### src/rtl/signal_mean_if.sv
// signal_mean_if: ADC sample stream in, per-window statistics out
interface signal_mean_if #(
  parameter int DATA_W = 12,
  parameter int MEAN_W = 14
);
  logic              sample_valid;
  logic [DATA_W-1:0] data;
  logic [MEAN_W-1:0] mean;
  logic [DATA_W-1:0] max_out;
  logic [DATA_W-1:0] min_out;
  logic [DATA_W-1:0] vpp;
  logic              mean_valid;
  logic              locked;
  logic              low_amp;
  modport master (output sample_valid, data, input mean, max_out, min_out, vpp, mean_valid, locked, low_amp);
  modport slave  (input sample_valid, data, output mean, max_out, min_out, vpp, mean_valid, locked, low_amp);
endinterface

### src/rtl/signal_mean.sv
// signal_mean: power-of-two window mean, min/max and peak-to-peak of an ADC stream
module signal_mean #(
  parameter int                DATA_W   = 12,
  parameter int                MEAN_W   = 14,
  parameter int                LOG2_WIN = 10,
  parameter int                SETTLE_N = 8,
  parameter logic [DATA_W-1:0] MIN_VPP  = DATA_W'(64)
) (
  input logic          clk,
  input logic          rst_n,
  signal_mean_if.slave bus
);
  localparam int ACC_W = DATA_W + LOG2_WIN;
  localparam int SET_W = SETTLE_N > 1 ? $clog2(SETTLE_N) : 1;
  typedef enum logic [1:0] {SETTLE, ACCUM, COMMIT} state_t;
  localparam state_t START = SETTLE_N == 0 ? ACCUM : SETTLE;
  state_t              r_state, w_next;
  logic [SET_W-1:0]    r_settle;
  logic [ACC_W-1:0]    r_acc, w_acc;
  logic [LOG2_WIN-1:0] r_cnt;
  logic [DATA_W-1:0]   r_max, r_min, w_max, w_min, w_vpp;
  logic [MEAN_W-1:0]   r_mean;
  logic [DATA_W-1:0]   r_max_out, r_min_out, r_vpp;
  logic                r_mean_valid, r_locked, r_low_amp;
  logic                w_take, w_last, w_settled;
  // sample qualification, running statistics including the current sample, next state
  always_comb begin
    w_take    = bus.sample_valid && r_state != SETTLE;
    w_last    = w_take && &r_cnt;
    w_settled = bus.sample_valid && r_settle == SET_W'(SETTLE_N - 1);
    w_acc     = r_acc + ACC_W'(bus.data);
    w_max     = bus.data > r_max ? bus.data : r_max;
    w_min     = bus.data < r_min ? bus.data : r_min;
    w_vpp     = w_max - w_min;
    w_next    = r_state == SETTLE ? (w_settled ? ACCUM : SETTLE) : (w_last ? COMMIT : ACCUM);
  end
  // state register; COMMIT is the single cycle in which fresh results are presented
  always_ff @(posedge clk) begin
    if (!rst_n) r_state <= START;
    else        r_state <= w_next;
  end
  // counts discarded samples while the ADC pipeline flushes
  always_ff @(posedge clk) begin
    if (!rst_n)                                    r_settle <= '0;
    else if (r_state == SETTLE && bus.sample_valid) r_settle <= r_settle + SET_W'(1);
  end
  // window accumulators restart on the closing sample so a COMMIT-cycle sample opens the next window
  always_ff @(posedge clk) begin
    if (!rst_n || w_last) begin
      r_acc <= '0;
      r_cnt <= '0;
      r_max <= '0;
      r_min <= '1;
    end else if (w_take) begin
      r_acc <= w_acc;
      r_cnt <= r_cnt + LOG2_WIN'(1);
      r_max <= w_max;
      r_min <= w_min;
    end
  end
  // result registers load from the closing sample and hold until the next window completes
  always_ff @(posedge clk) begin
    if (!rst_n) begin
      r_mean       <= MEAN_W'(1 << (DATA_W - 1));
      r_max_out    <= '0;
      r_min_out    <= '0;
      r_vpp        <= '0;
      r_mean_valid <= 1'b0;
      r_locked     <= 1'b0;
      r_low_amp    <= 1'b1;
    end else begin
      r_mean_valid <= w_last;
      if (w_last) begin
        r_mean    <= MEAN_W'(w_acc[ACC_W-1:LOG2_WIN]);
        r_max_out <= w_max;
        r_min_out <= w_min;
        r_vpp     <= w_vpp;
        r_locked  <= 1'b1;
        r_low_amp <= w_vpp < MIN_VPP;
      end
    end
  end
  assign bus.mean       = r_mean;
  assign bus.max_out    = r_max_out;
  assign bus.min_out    = r_min_out;
  assign bus.vpp        = r_vpp;
  assign bus.mean_valid = r_mean_valid;
  assign bus.locked     = r_locked;
  assign bus.low_amp    = r_low_amp;
endmodule
### src/flat_wrapper.sv
// flat-port wrapper written by rule: the top's interface ports become plain ports
module signal_mean_flat 
#(
  parameter int                DATA_W   = 12,
  parameter int                MEAN_W   = 14,
  parameter int                LOG2_WIN = 10,
  parameter int                SETTLE_N = 8,
  parameter logic [DATA_W-1:0] MIN_VPP  = DATA_W'(64)
)
  (clk, rst_n, bus_sample_valid, bus_data, bus_mean, bus_max_out, bus_min_out, bus_vpp, bus_mean_valid, bus_locked, bus_low_amp);
  signal_mean_if #(.DATA_W(DATA_W), .MEAN_W(MEAN_W)) bus_i ();
  input logic clk;
  input logic rst_n;
  input wire logic [$bits(bus_i.sample_valid)-1:0] bus_sample_valid;
  input wire logic [$bits(bus_i.data)-1:0] bus_data;
  output wire logic [$bits(bus_i.mean)-1:0] bus_mean;
  output wire logic [$bits(bus_i.max_out)-1:0] bus_max_out;
  output wire logic [$bits(bus_i.min_out)-1:0] bus_min_out;
  output wire logic [$bits(bus_i.vpp)-1:0] bus_vpp;
  output wire logic [$bits(bus_i.mean_valid)-1:0] bus_mean_valid;
  output wire logic [$bits(bus_i.locked)-1:0] bus_locked;
  output wire logic [$bits(bus_i.low_amp)-1:0] bus_low_amp;
  assign bus_i.sample_valid = bus_sample_valid;
  assign bus_i.data = bus_data;
  assign bus_mean = bus_i.mean;
  assign bus_max_out = bus_i.max_out;
  assign bus_min_out = bus_i.min_out;
  assign bus_vpp = bus_i.vpp;
  assign bus_mean_valid = bus_i.mean_valid;
  assign bus_locked = bus_i.locked;
  assign bus_low_amp = bus_i.low_amp;
  signal_mean #(.DATA_W(DATA_W), .MEAN_W(MEAN_W), .LOG2_WIN(LOG2_WIN), .SETTLE_N(SETTLE_N), .MIN_VPP(MIN_VPP)) u_core (.clk(clk), .rst_n(rst_n), .bus(bus_i));
endmodule
### config.mk
export PLATFORM = sky130hd
export DESIGN_NAME = signal_mean_flat
export DESIGN_NICKNAME = d
export VERILOG_FILES = /design/src/rtl/signal_mean_if.sv /design/src/rtl/signal_mean.sv /design/src/flat_wrapper.sv
export SDC_FILE = /design/constraint.sdc
export NUM_CORES = 1
export LEC_CHECK = 0
export BUFFER_PORTS_ARGS = -buffer_cell sky130_fd_sc_hd__buf_2
export CAP_MARGIN = 5
export CORE_ASPECT_RATIO = 0.9
export CORE_MARGIN = 4
export CORE_UTILIZATION = 53
export CTS_BUF_LIST = sky130_fd_sc_hd__clkbuf_8 sky130_fd_sc_hd__clkbuf_16
export DETAILED_ROUTE_END_ITERATION = 12
export GPL_TIMING_DRIVEN = 0
export PLACE_DENSITY_LB_ADDON = 0.3
export SLEW_MARGIN = 25
export SYNTH_ARGS = -nofsm -noshare
export SYNTH_HDL_FRONTEND = slang
export SYNTH_SLANG_ARGS = --single-unit
export TNS_END_PERCENT = 100
### constraint.sdc
create_clock -name clk -period 4.78 [get_ports clk]
set_input_delay 0.717 -clock clk [delete_from_list [all_inputs] [get_ports clk]]
set_output_delay 0.717 -clock clk [all_outputs]
set_load 0.1 [all_outputs]
==> impl_metrics.csv <==
group,metric,value,unit
status,status,"finished, final reports clean",
grt,top_usage_layer,"met2",
route,drt-total-wl,16100,µm
worst_setup_path,crit_path_cell_trace,"buf_2 > ha_1 > nand4_1 > a211o_1 > a21oi_4 > buf_4 > nor2_1 > a21oi_4 > inv_1 > fa_1 > a21o_1 > a21oi_2 > nor2_1 > a211oi_2 > o21bai_1 > a21oi_1 > o21ai_0 > xor2_1 > o31ai_1 > and3_1",
die,design.die.area,13000,µm²
timing,slew_violations,0,
min_path,hold_path_class,"reg -> reg",
grt,use_met1,0.317,
route,via_per_inst,5.71,
die,row_count,36,
synthesis,syn_area,5980,µm²
power,power.total,1940,µW
synthesis,yosys_warnings,0,
timing,slew_headroom,0.273,
synthesis,synth_ff_type,"dfxtp_1",
synthesis,synthAdderAreaFrac,0.109,
grt,grt.total_usage,0.252,
grt,gr-usage-met3,0.0508,
worst_setup_path,ff2ff_path_depth,20,
synthesis,synth_top_area_cell,"dfxtp_1",
power,cell_internal_pwr,1440,µW
synthesis,yosysMostFrequentCell,"dfxtp_1",
timing,min_period,4.64,ns
cells_and_area,final_cell_area,6900,µm²
clock_network,clock-sinks,112,
clock_network,clock_latency,0.36,ns
timing,rsz0062_at_grt,"no",
route,firstDrtPassIters,5,
power,switchingPower,503,µW
route,drt_iter0_markers,489,
cells_and_area,nets,871,
timing,final_hold_viol_count,0,
die,die_y,109,µm
worst_setup_path,cp-start-kind,"input pin",
clock_network,cts_root_buf,"clkbuf_16",
place,detailedPlace.worstSlack,-0.787,ns
worst_setup_path,slowest_stage,"fa_1",
synthesis,syn_avg_cell_area,8.29,µm²
synthesis,synth_compound_area_frac,0.207,
grt,grt_pass1_wl,26100,µm
synthesis,yosys.area.top_type_share,0.375,
power,sw_frac_of_total,0.259,
place,dpl-instance-area,6500,µm²
clock_network,cts_buffers,9,
grt,antenna_found_initial,0,
timing,finClkSkew,0.00673,ns
clock_network,htree_levels,3,
power,vdd_ir_drop_max,0.221,mV
synthesis,synthMuxAreaShare,0.0260,
route,num_vias,5489,
worst_setup_path,required,5.08,ns
worst_setup_path,worst-setup-path-type,"in -> reg",
min_path,hold_depth,2,
clock_network,clockBufferDepth,2,
cells_and_area,area_delta_synth_final,15.4,%
clock_network,cts.clk_slew.worst_paths,0.07,ns
route,routedWlPerCell,16.7,µm
power,p_seq_frac,0.482,
synthesis,ys_seq_area_frac,0.375,
power,p_leak,0.00303,µW
power,pwr-share-comb,0.112,
power,clkPwrFrac,0.406,
synthesis,synthTopCellsByArea,"dfxtp_1 (38%), ha_1 (10%), nor2_1 (6.1%)",
die,start_util,0.546,
clock_network,cts_tree,"done",
route,drtAntennaViolNets,0,
synthesis,synth_top_family_by_area,"compound AO/OA/AOI/OAI gates",
timing,fin_hold_ws,0.452,ns
synthesis,synth-xor-area-share,0.0613,
synthesis,synth_seq_cells,112,
grt,grt_max_degree,19,
timing,tightest_slew,1.08,ns
timing,setup_violations,0,
grt,grt_pass1_vias,5347,
place,dp_hpwl,12200,µm
route,drc,0,
worst_setup_path,cp_max_fo,10,
die,die_w,120,µm
worst_setup_path,critPathArrivalTime,4.94,ns
place,port_buffers,65,
cells_and_area,drive_gt1_frac,0.147,
synthesis,yosys.cell_types.count,55,
place,gp_congestion,0.881,
timing,fin_crit_sh,0.970,
synthesis,synthesis.instances,721,
power,p_per_area,281,nW/µm²
flow_run,maxCapViolCount,0,
worst_setup_path,slowest_delay,0.44,ns
timing,timing.fmax,216,MHz
timing,finalSetupTns,0,ns
worst_setup_path,endpoint_kind,"flip-flop",
synthesis,async_flop_share,0,
die,coreArea,10900,µm²
grt,grt_overflow,0,
synthesis,yosys.area_share.simple,0.168,
die,io_pins,68,
synthesis,synthTopCellsByCount,"dfxtp_1 (112), nor2_1 (97), nand2_1 (81)",
synthesis,synth_edf_count,0,
timing,fin_ws,0.143,ns
grt,met2_usage,0.432,
cells_and_area,antenna_cells,0,
## placed cells by master (no fill, tap or decap), types with 6 or more instances in the layout
master / synthesis / layout
inv_1: 46 / 47
nand2_1: 81 / 81
a211oi_1: 40 / 39
ha_1: 49 / 49
mux2i_1: 11 / 10
clkbuf_1: 25 / 22
o21ai_0: 22 / 22
buf_4: 2 / 11
nand3_1: 11 / 11
nor2_1: 97 / 97
a21oi_1: 61 / 58
a21o_1: 7 / 7
xnor2_1: 20 / 20
o211ai_1: 17 / 17
clkbuf_16: 0 / 9
nand4_1: 6 / 6
nor3_1: 11 / 11
buf_2: 5 / 71
xor2_1: 20 / 20
and3_1: 11 / 11
dfxtp_1: 112 / 112
o21ai_1: 7 / 7
## timing repair
item                                    CTS  global route
resized for setup                         7             5
endpoints found under the hold margin     0             0
hold buffers                              0             0
endpoints found under the setup margin    4             2
setup buffers                             7             1
pin swaps                                 2             1
## critical path: cells and delay by family
family / cells / cell delay, ns
adder cells (fa/ha/maj): 2 / 0.79
buffers and inverters: 3 / 0.53
AND/OR/NAND/NOR: 4 / 0.52
XOR/XNOR: 1 / 0.18
AO/OA/AOI/OAI: 10 / 2.20
## path summary, 6_finish.rpt
check                                        from                 end  slack [ns]
worst max-delay path                 bus_data[10]  u_core.bus.low_amp        0.14
worst min register to register  u_core.bus.vpp[4]   u_core.bus.vpp[4]        0.45
worst min-delay path            u_core.bus.vpp[4]   u_core.bus.vpp[4]        0.45
worst max register to register   u_core.r_max[11]  u_core.bus.low_amp        0.29
## cell type report
class                   count  area [µm²]
fillers                   961        4040
multi-input cells         529        3460
flip-flops and latches    112        2240
repair buffers             73         385
clock buffers              10         239
well taps                 152         190
inverters                  47         176
plain buffers              33         143
clock inverters             6        67.6
## registers in the layout (all words and copies together) (netlist names)
| register | cells |
|---|---|
| u_core.bus.locked | 1 |
| u_core.bus.low_amp | 1 |
| u_core.bus.max_out | 12 |
| u_core.bus.mean | 12 |
| u_core.bus.mean_valid | 1 |
| u_core.bus.min_out | 12 |
| u_core.bus.vpp | 12 |
| u_core.r_acc | 22 |
| u_core.r_cnt | 10 |
| u_core.r_max | 12 |
| u_core.r_min | 12 |
| u_core.r_settle | 3 |
| u_core.r_state | 2 |
## stage by stage
step | util | std cells
2_1_floorplan | - | 722
3_3_place_gp | 0.594 | 939
3_5_place_dp | 0.594 | 939
4_1_cts | 0.628 | 961
5_1_grt | 0.631 | 962
6_report | 0.631 | 962
## routing by layer
metal / wire length (µm) / share of wire
met1: 6970 / 0.43
met2: 7540 / 0.47
met3: 1160 / 0.072
met4: 405 / 0.025
met5: 0 / 0
## logic make-up (layout without fill, tap and decap cells)
group,count (synthesis),count (layout)
other,1,2
muxes,13,13
and+or+nand+nor,235,235
buffers and inverters,81,169
adders and majority gates,51,51
DFF,112,112
xor gates and xnor gates,41,41
AOI/OAI and AO/OA,187,187
## power by group through the flow
| stage | combinational, µW | sequential (µW) | clock, µW |
|---|---|---|---|
| CTS | 208 | 935 | 787 |
| global route | 235 | 935 | 823 |
| detailed placement | 202 | 957 | 0 |
| floorplan | 138 | 957 | 0 |
| global placement | 196 | 957 | 0 |
| finish | 217 | 935 | 786 |
No activity file was read; power rests on OpenSTA's default activity.
